[src/rtl/bus_arbiter.sv]
// Two-requester round-robin arbiter for a shared single-port resource, with a
// bounded hold time, preemption and one dead cycle on every ownership change.
module bus_arbiter #(
    parameter  int MAX_HOLD = 8,
    localparam int CW       = $clog2(MAX_HOLD + 1)
) (
    input  logic CLK,
    input  logic RST_N,
    input  logic REQ_A,
    input  logic REQ_B,
    output logic GNT_A,
    output logic GNT_B,
    output logic SEL,
    output logic BUSY,
    output logic PREEMPT
);

    localparam logic [1:0] ST_IDLE    = 2'd0;
    localparam logic [1:0] ST_OWN_A   = 2'd1;
    localparam logic [1:0] ST_OWN_B   = 2'd2;
    localparam logic [1:0] ST_HANDOFF = 2'd3;

    localparam logic [CW-1:0] HOLD_LIMIT = CW'(MAX_HOLD - 1);

    logic [1:0]    r_state;
    logic          r_last;
    logic [CW-1:0] r_cnt;
    logic          r_gnt_a;
    logic          r_gnt_b;
    logic          r_sel;
    logic          r_busy;
    logic          r_preempt;

    logic [1:0]    w_next;
    logic          w_last_next;
    logic          w_preempt;
    logic          w_hold_hit;

    // r_last remembers the most recent owner (1 = B); it breaks ties in IDLE
    // and tells HANDOFF who the outgoing owner was.
    assign w_hold_hit = (r_cnt == HOLD_LIMIT);

    always_comb begin
        w_next      = r_state;
        w_last_next = r_last;
        w_preempt   = 1'b0;
        case (r_state)
            ST_IDLE: begin
                if (REQ_A && REQ_B) begin
                    w_next = r_last ? ST_OWN_A : ST_OWN_B;
                end else if (REQ_A) begin
                    w_next = ST_OWN_A;
                end else if (REQ_B) begin
                    w_next = ST_OWN_B;
                end
            end
            ST_OWN_A: begin
                if (!REQ_A) begin
                    w_next      = REQ_B ? ST_HANDOFF : ST_IDLE;
                    w_last_next = 1'b0;
                end else if (REQ_B && w_hold_hit) begin
                    w_next      = ST_HANDOFF;
                    w_last_next = 1'b0;
                    w_preempt   = 1'b1;
                end
            end
            ST_OWN_B: begin
                if (!REQ_B) begin
                    w_next      = REQ_A ? ST_HANDOFF : ST_IDLE;
                    w_last_next = 1'b1;
                end else if (REQ_A && w_hold_hit) begin
                    w_next      = ST_HANDOFF;
                    w_last_next = 1'b1;
                    w_preempt   = 1'b1;
                end
            end
            default: begin
                // The waiting side gets first claim; the outgoing owner may
                // resume only if nobody else wants the resource.
                if (r_last) begin
                    w_next = REQ_A ? ST_OWN_A : (REQ_B ? ST_OWN_B : ST_IDLE);
                end else begin
                    w_next = REQ_B ? ST_OWN_B : (REQ_A ? ST_OWN_A : ST_IDLE);
                end
            end
        endcase
    end

    // Outputs are decoded from the next state so every output is a flop.
    always_ff @(posedge CLK or negedge RST_N) begin
        if (!RST_N) begin
            r_state   <= ST_IDLE;
            r_last    <= 1'b1;
            r_cnt     <= '0;
            r_gnt_a   <= 1'b0;
            r_gnt_b   <= 1'b0;
            r_sel     <= 1'b0;
            r_busy    <= 1'b0;
            r_preempt <= 1'b0;
        end else begin
            r_state   <= w_next;
            r_last    <= w_last_next;
            r_preempt <= w_preempt;
            r_gnt_a   <= (w_next == ST_OWN_A);
            r_gnt_b   <= (w_next == ST_OWN_B);
            r_busy    <= (w_next != ST_IDLE);
            if (w_next == ST_OWN_A) begin
                r_sel <= 1'b0;
            end else if (w_next == ST_OWN_B) begin
                r_sel <= 1'b1;
            end
            if (w_next != r_state) begin
                r_cnt <= '0;
            end else if (((r_state == ST_OWN_A) || (r_state == ST_OWN_B)) && !w_hold_hit) begin
                r_cnt <= r_cnt + CW'(1);
            end
        end
    end

    assign GNT_A   = r_gnt_a;
    assign GNT_B   = r_gnt_b;
    assign SEL     = r_sel;
    assign BUSY    = r_busy;
    assign PREEMPT = r_preempt;

endmodule

[config.mk]
export PLATFORM = sky130hd
export DESIGN_NAME = bus_arbiter
export DESIGN_NICKNAME = d
export VERILOG_FILES = /design/src/rtl/bus_arbiter.sv
export SDC_FILE = /design/constraint.sdc
export NUM_CORES = 1
export LEC_CHECK = 0
export CAP_MARGIN = 15
export CORE_UTILIZATION = 54
export CTS_CLUSTER_SIZE = 24
export DETAILED_ROUTE_END_ITERATION = 12
export PLACE_DENSITY = 0.77
export SYNTH_ARGS = -nofsm -noshare
export SYNTH_HDL_FRONTEND = slang
export SYNTH_SLANG_ARGS = --single-unit
export TNS_END_PERCENT = 20
[constraint.sdc]
create_clock -name CLK -period 2.7 [get_ports CLK]
set_input_delay 0.54 -clock CLK [delete_from_list [all_inputs] [get_ports CLK]]
set_output_delay 0.54 -clock CLK [all_outputs]
set_load 0.005 [all_outputs]
# Yosys cells after proc, flatten, opt, wreduce, memory -nomap -nowiden

Index checks and enable logic that the tools add are counted.

$add $sub $neg: 1
Equal/unequal tests: 8
Multiplexer cells: 30
Reductions and logical operators: 12

Operators by type and width:

| operator                                       | number |
|---|---|
| 2-to-1 mux 2 bit                               | 14 |
| 2-to-1 mux 1 bit                               | 11 |
| 2-to-1 mux 4 bit                               | 2 |
| nonzero test 2 bit                             | 4 |
| inequality test 3 bit (second input constant)  | 2 |
| case mux 2 bit (3 select lines)                | 1 |
| adder 4 x 1 -> 4 bit (second input constant)   | 1 |
| == test 2 x 1 -> 1 bit (second input constant) | 2 |
| == test 2 bit (second input constant)          | 2 |
| == test 4 x 3 -> 1 bit (second input constant) | 1 |
| logical AND 1 bit                              | 4 |
| case mux 1 bit (2 select lines)                | 2 |
| AND reduction 3 bit                            | 1 |
| logical NOT 2 bit                              | 1 |
| inequality test 2 bit                          | 1 |
| logical NOT 1 bit                              | 1 |
| logical OR 1 bit                               | 1 |

Bits in registers: 12
Input bits: 4
Output and inout port bits: 5
Logic and storage cells: 59

# Longest topological paths before layout

Depth after elaboration: 8
Mapped depth: 9
Gate-level depth less buffers: 9

# Worst setup path before layout

OpenSTA, ideal clock, no wires.

Path kind: register to register
Start: register r_cnt[0]
End: register r_sel, in the netlist SEL
Setup time: 0.126 ns
Arrival time: 1.795 ns
Data required time: 2.574 ns
Slack: 0.779 ns
Cell stages (with the launch flop): 8
Buffers on the path: 0
Clock period less this slack: 1.921 ns
Cells stage by stage: dfrtp_1 ha_1 and3b_1 o31a_1 o21ai_0 ha_1 nand2_1 o21ai_0

Cells in the longest elaborated chain, start to end: 7
Elaborated cells between the ends (all ways): 12
Classes of those cells: eq/ne (3); mux (6); reduce/logical (3)

RTL lines:

| element                                                        | line     | source |
|---|---|---|
| start: declaration                                             | 27       | `logic [CW-1:0] r_cnt;` |
| start signal: assignment                                       | 115      | `r_cnt <= r_cnt + CW'(1);` |
| == test 4 x 3 -> 1 bit (*)                                     | 41       | `assign w_hold_hit = (r_cnt == HOLD_LIMIT);` |
| logical AND 1 bit (on tied branches)                           | 71, 61   |  |
| 2-to-1 mux 2 bit (on tied branches)                            | 71, 61   |  |
| 2-to-1 mux 2 bit (on tied branches)                            | 68, 58   |  |
| case mux 2 bit (3 select lines) (*)                            | 47       | `case (r_state)` |
| == test 2 x 1 -> 1 bit / == test 2 bit (equally long branches) | 107, 109 |  |
| 2-to-1 mux 1 bit / nonzero test 2 bit (equally long branches)  | -        |  |
| end signal: assignment                                         | 97       | `r_sel <= 1'b0;` |
| end signal: assignment                                         | 108      | `r_sel <= 1'b0;` |
| end signal: assignment                                         | 110      | `r_sel <= 1'b1;` |
| end: declaration                                               | 30       | `logic r_sel;` |

Every way passes the cells marked *; elsewhere a longest branch is shown, timed or not.
A chain may end at the register's enable or synchronous reset.

# Worst setup path after layout

Start: input port REQ_B
End: register r_sel, in the netlist SEL

Cells in the longest elaborated chain, start to end: 6
Elaborated cells between the ends (all ways): 18
Classes of those cells: eq/ne (2); mux (13); reduce/logical (3)

RTL lines:

| element                                                        | line       | source |
|---|---|---|
| start: declaration                                             | 10         | `input logic REQ_B,` |
| 2-to-1 mux 2 bit (tied with other cells)                       | 53         | `end else if (REQ_B) begin` |
| 2-to-1 mux 2 bit (on tied branches)                            | 51, 61, 81 |  |
| 2-to-1 mux 2 bit (on tied branches)                            | 49, 58, 80 |  |
| case mux 2 bit (3 select lines) (*)                            | 47         |  |
| == test 2 x 1 -> 1 bit / == test 2 bit (equally long branches) | 107, 109   |  |
| 2-to-1 mux 1 bit / nonzero test 2 bit (equally long branches)  | -          |  |

Marks and branches as above.

==> results.yml <==
synth:
  synth_top_family_by_area: "compound AO/OA/AOI/OAI gates"
  synth_simple_gate_area_share_pct: 17.87
  ys_async_sr_fraction_pct: 100.0
  yosysUniqueCellTypes: 37
  synth_nets: 104
  synth_xor_area_share_pct: 1.034
  muxShareOfSynthArea_pct: 1.182
  synth.avg_cell_area_um2: 9.207
  ys_ff_latch: 12
  yosysSeqAreaShare_pct: 35.60
  synth_compound_area_share_pct: 26.88
  yosys.area_share.adder_pct: 11.82
  synthesis.instances: 92
  syn_area_um2: 847.1
  yosys_warnings: 0
  ys.flop_type: "dfrtp_1"
  synth_edf_count: 0
worst_setup_path:
  slowest_stage: "clkdlybuf4s50_1"
  worstPathArrival_ps: 2430
  worstRegToRegCells: 9
  slowest_delay_ps: 690
  path_class: "in -> reg"
  crit_path_end_kind: "register"
  critical_path.top_delay_family: "buffers and inverters"
  critPathLaunchType: "input pin"
  crit_chain: "clkdlybuf4s50_1 -> nand2_1 -> o31a_1 -> o21ai_0 -> ha_1 -> nand2_1 -> o21ai_0"
  critical_path_required_ps: 2870
  r2r_end: "SEL$_DFFE_PN0P_"
  regToRegSetupSlack_ps: 520
  critPathBufInv: 1
  r2r-start: "r_state[1]$_DFF_PN0_"
  critPathMaxFanout: 12
drt:
  post_drt_wl_per_cell_um: 14.46
  first_pass_iters: 4
  drc: 0
  first_iter_violations: 19
  finalWirelength_um: 1706
  antenna_left: 0
  vias: 734
  vias_per_cell: 6.220
place:
  io_buffers: 8
  dp_hpwl_um: 1332
  globalplace.congestion: 0.9492
floorplanning:
  coreArea_mm2: 0.001383
  fp-row-count: 13
  io_pins: 9
  dieArea_mm2: 0.001731
  dieHeight_um: 41.61
  initial_core_util_pct: 61.27
  die_w_um: 41.61
global_route:
  antenna_found_initial: 0
  grt_pass1_vias: 674
  grt_start_max_net_pins: 14
  grt_overflow: 0
  gr-usage-all-layers_pct: 22.50
  grt_first_pass_wirelength_um: 3049
clock_tree:
  cts_setup_buffers: 0
  max-clock-path-buffers: 2
  path_clk_slew_ps: 80
  htree_levels: 1
  cts_tree: "built"
  hold_buffers: 0
  clockRootBuffer: "clkbuf_4"
  cts_buffers: 3
  clk_latency_ps: 280
  cts_resized: 0
  clkSinkCount: 12
sta:
  finalCritPeriodShare_pct: 83.77
  tightestPinTransition_ps: 510.4
  maxSlewViolCount: 0
  rsz0062_at_grt: "false"
  slew_headroom_pct: 65.87
  max_freq_ghz: 0.4421
  fin_hold_ws_ps: 497.1
  hold_violations: 0
  setup_viol: 0
  setup_tns_ps: 0
  period_minus_slack_ps: 2262
  fin_skew_ps: 11.07
power_and_ir_drop:
  power.density_mw_per_mm2: 1118
  peakVddDrop_mv: 0.6775
  p_leak_nw: 0.4307
final_layout:
  drive_above_1_share_pct: 9.709
  diodes: 0
  syn2layout_area_growth_pct: 14.03
  fill_cells: 107
  postLayoutCoreUtil_pct: 69.86
  fin_nets: 116
job:
  drv_cap: 0
status:
  status: "finished clean"
hold_path:
  hp-class: "reg -> reg"
  hold_depth: 2
  min-delay-start: "SEL$_DFFE_PN0P_"
  hold-path-endpoint: "SEL$_DFFE_PN0P_"
-- worst reg2reg max path, stage by stage, from the launching register on --
cell,delay (ps)
dfrtp_1,500
inv_1,130
ha_1,260
a21oi_1,170
o22ai_1,90
o31a_1,120
o21ai_0,360
ha_1,310
nand2_1,60
o21ai_0,60
-- worst max path at each step --
stage	startpoint	to	slack (ps)	depth (start not counted)
after CTS	REQ_B	SEL$_DFFE_PN0P_	460	7
after floorplan	r_cnt[0]$_DFFE_PN0P_	SEL$_DFFE_PN0P_	780	7
after global placement	REQ_B	SEL$_DFFE_PN0P_	160	7
final	REQ_B	SEL$_DFFE_PN0P_	440	7
after global routing	r_state[0]$_DFF_PN0_	SEL$_DFFE_PN0P_	290	9
after detailed placement	REQ_B	SEL$_DFFE_PN0P_	150	7
-- cells by family after synthesis --
kind of cell / count (synthesis)
fa+ha+maj: 8
simple gates: 28
mux: 1
buf+inv: 10
compound gates: 32
xor+xnor: 1
flops: 12
-- flip-flops by register name, indices dropped and copies added (netlist names) --
name,cells
GNT_A,1
BUSY,1
PREEMPT,1
r_last,1
GNT_B,1
r_state,2
SEL,1
r_cnt,4
-- layout by cell type, fill, tap and decap left out, types with 2 or more instances in the layout --
| master | synthesis | layout |
|---|---|---|
| o22a_1 | 2 | 2 |
| a311oi_1 | 2 | 2 |
| o21ai_0 | 5 | 5 |
| nor2_1 | 4 | 4 |
| inv_1 | 7 | 7 |
| clkdlybuf4s50_1 | 0 | 8 |
| clkbuf_4 | 0 | 3 |
| buf_4 | 0 | 2 |
| ha_1 | 8 | 8 |
| nand2_1 | 10 | 10 |
| nand2b_1 | 2 | 2 |
| dfrtp_1 | 11 | 11 |
| nor3_1 | 3 | 3 |
| a211oi_1 | 3 | 3 |
| a21oi_1 | 9 | 9 |
-- cell usage after synthesis, types with 2 or more instances --
| cell | n | area (µm²) |
|---|---|---|
| inv_1 | 7 | 26.28 |
| o21ai_0 | 5 | 25.02 |
| o22a_1 | 2 | 17.52 |
| nor2_1 | 4 | 15.01 |
| dfrtp_1 | 11 | 275.3 |
| nand2_1 | 10 | 37.54 |
| a21oi_1 | 9 | 45.04 |
| ha_1 | 8 | 100.1 |
| nor3_1 | 3 | 15.01 |
| a211oi_1 | 3 | 22.52 |
| buf_2 | 2 | 10.01 |
| nand2b_1 | 2 | 12.51 |
| a311oi_1 | 2 | 17.52 |
-- per-layer routing --
layer  track usage, %  routed length, µm
met3            2.609                 34
met4            7.742                 28
met2            34.69                812
met5                0                  0
met1            32.77                830
-- power by group --
group	total, W	internal, W	switching, W
sequential	0.000314	0.000249	0.0000648
combinational	0.000651	0.000291	0.000360
clock	0.000115	0.0000573	0.0000579
-- stage by stage --
| stage | instances | setup slack [ps] | area [µm²] | total power (W) |
|---|---|---|---|---|
| after global routing | 118 | 291.8 | 965.9 | 0.001182 |
| after floorplan | 92 | 779.0 | 847.1 | 0.0007859 |
| final | 118 | 438.2 | 965.9 | 0.001080 |
| after detailed placement | 114 | 149.1 | 939.7 | 0.0009676 |
| after CTS | 118 | 461.3 | 965.9 | 0.001083 |
| after global placement | 114 | 164.7 | 939.7 | 0.0009461 |
-- layout make-up --
cell class              count  area (µm²)  area share [%]
multi-input cells          70       498.0           51.55
flip-flops and latches     12       301.5           31.22
repair buffers             10       95.09           9.845
clock buffers               4       26.28           2.720
inverters                   7       26.28           2.720
well taps                  15       18.77           1.943
Power figures use the tool's default switching activity.
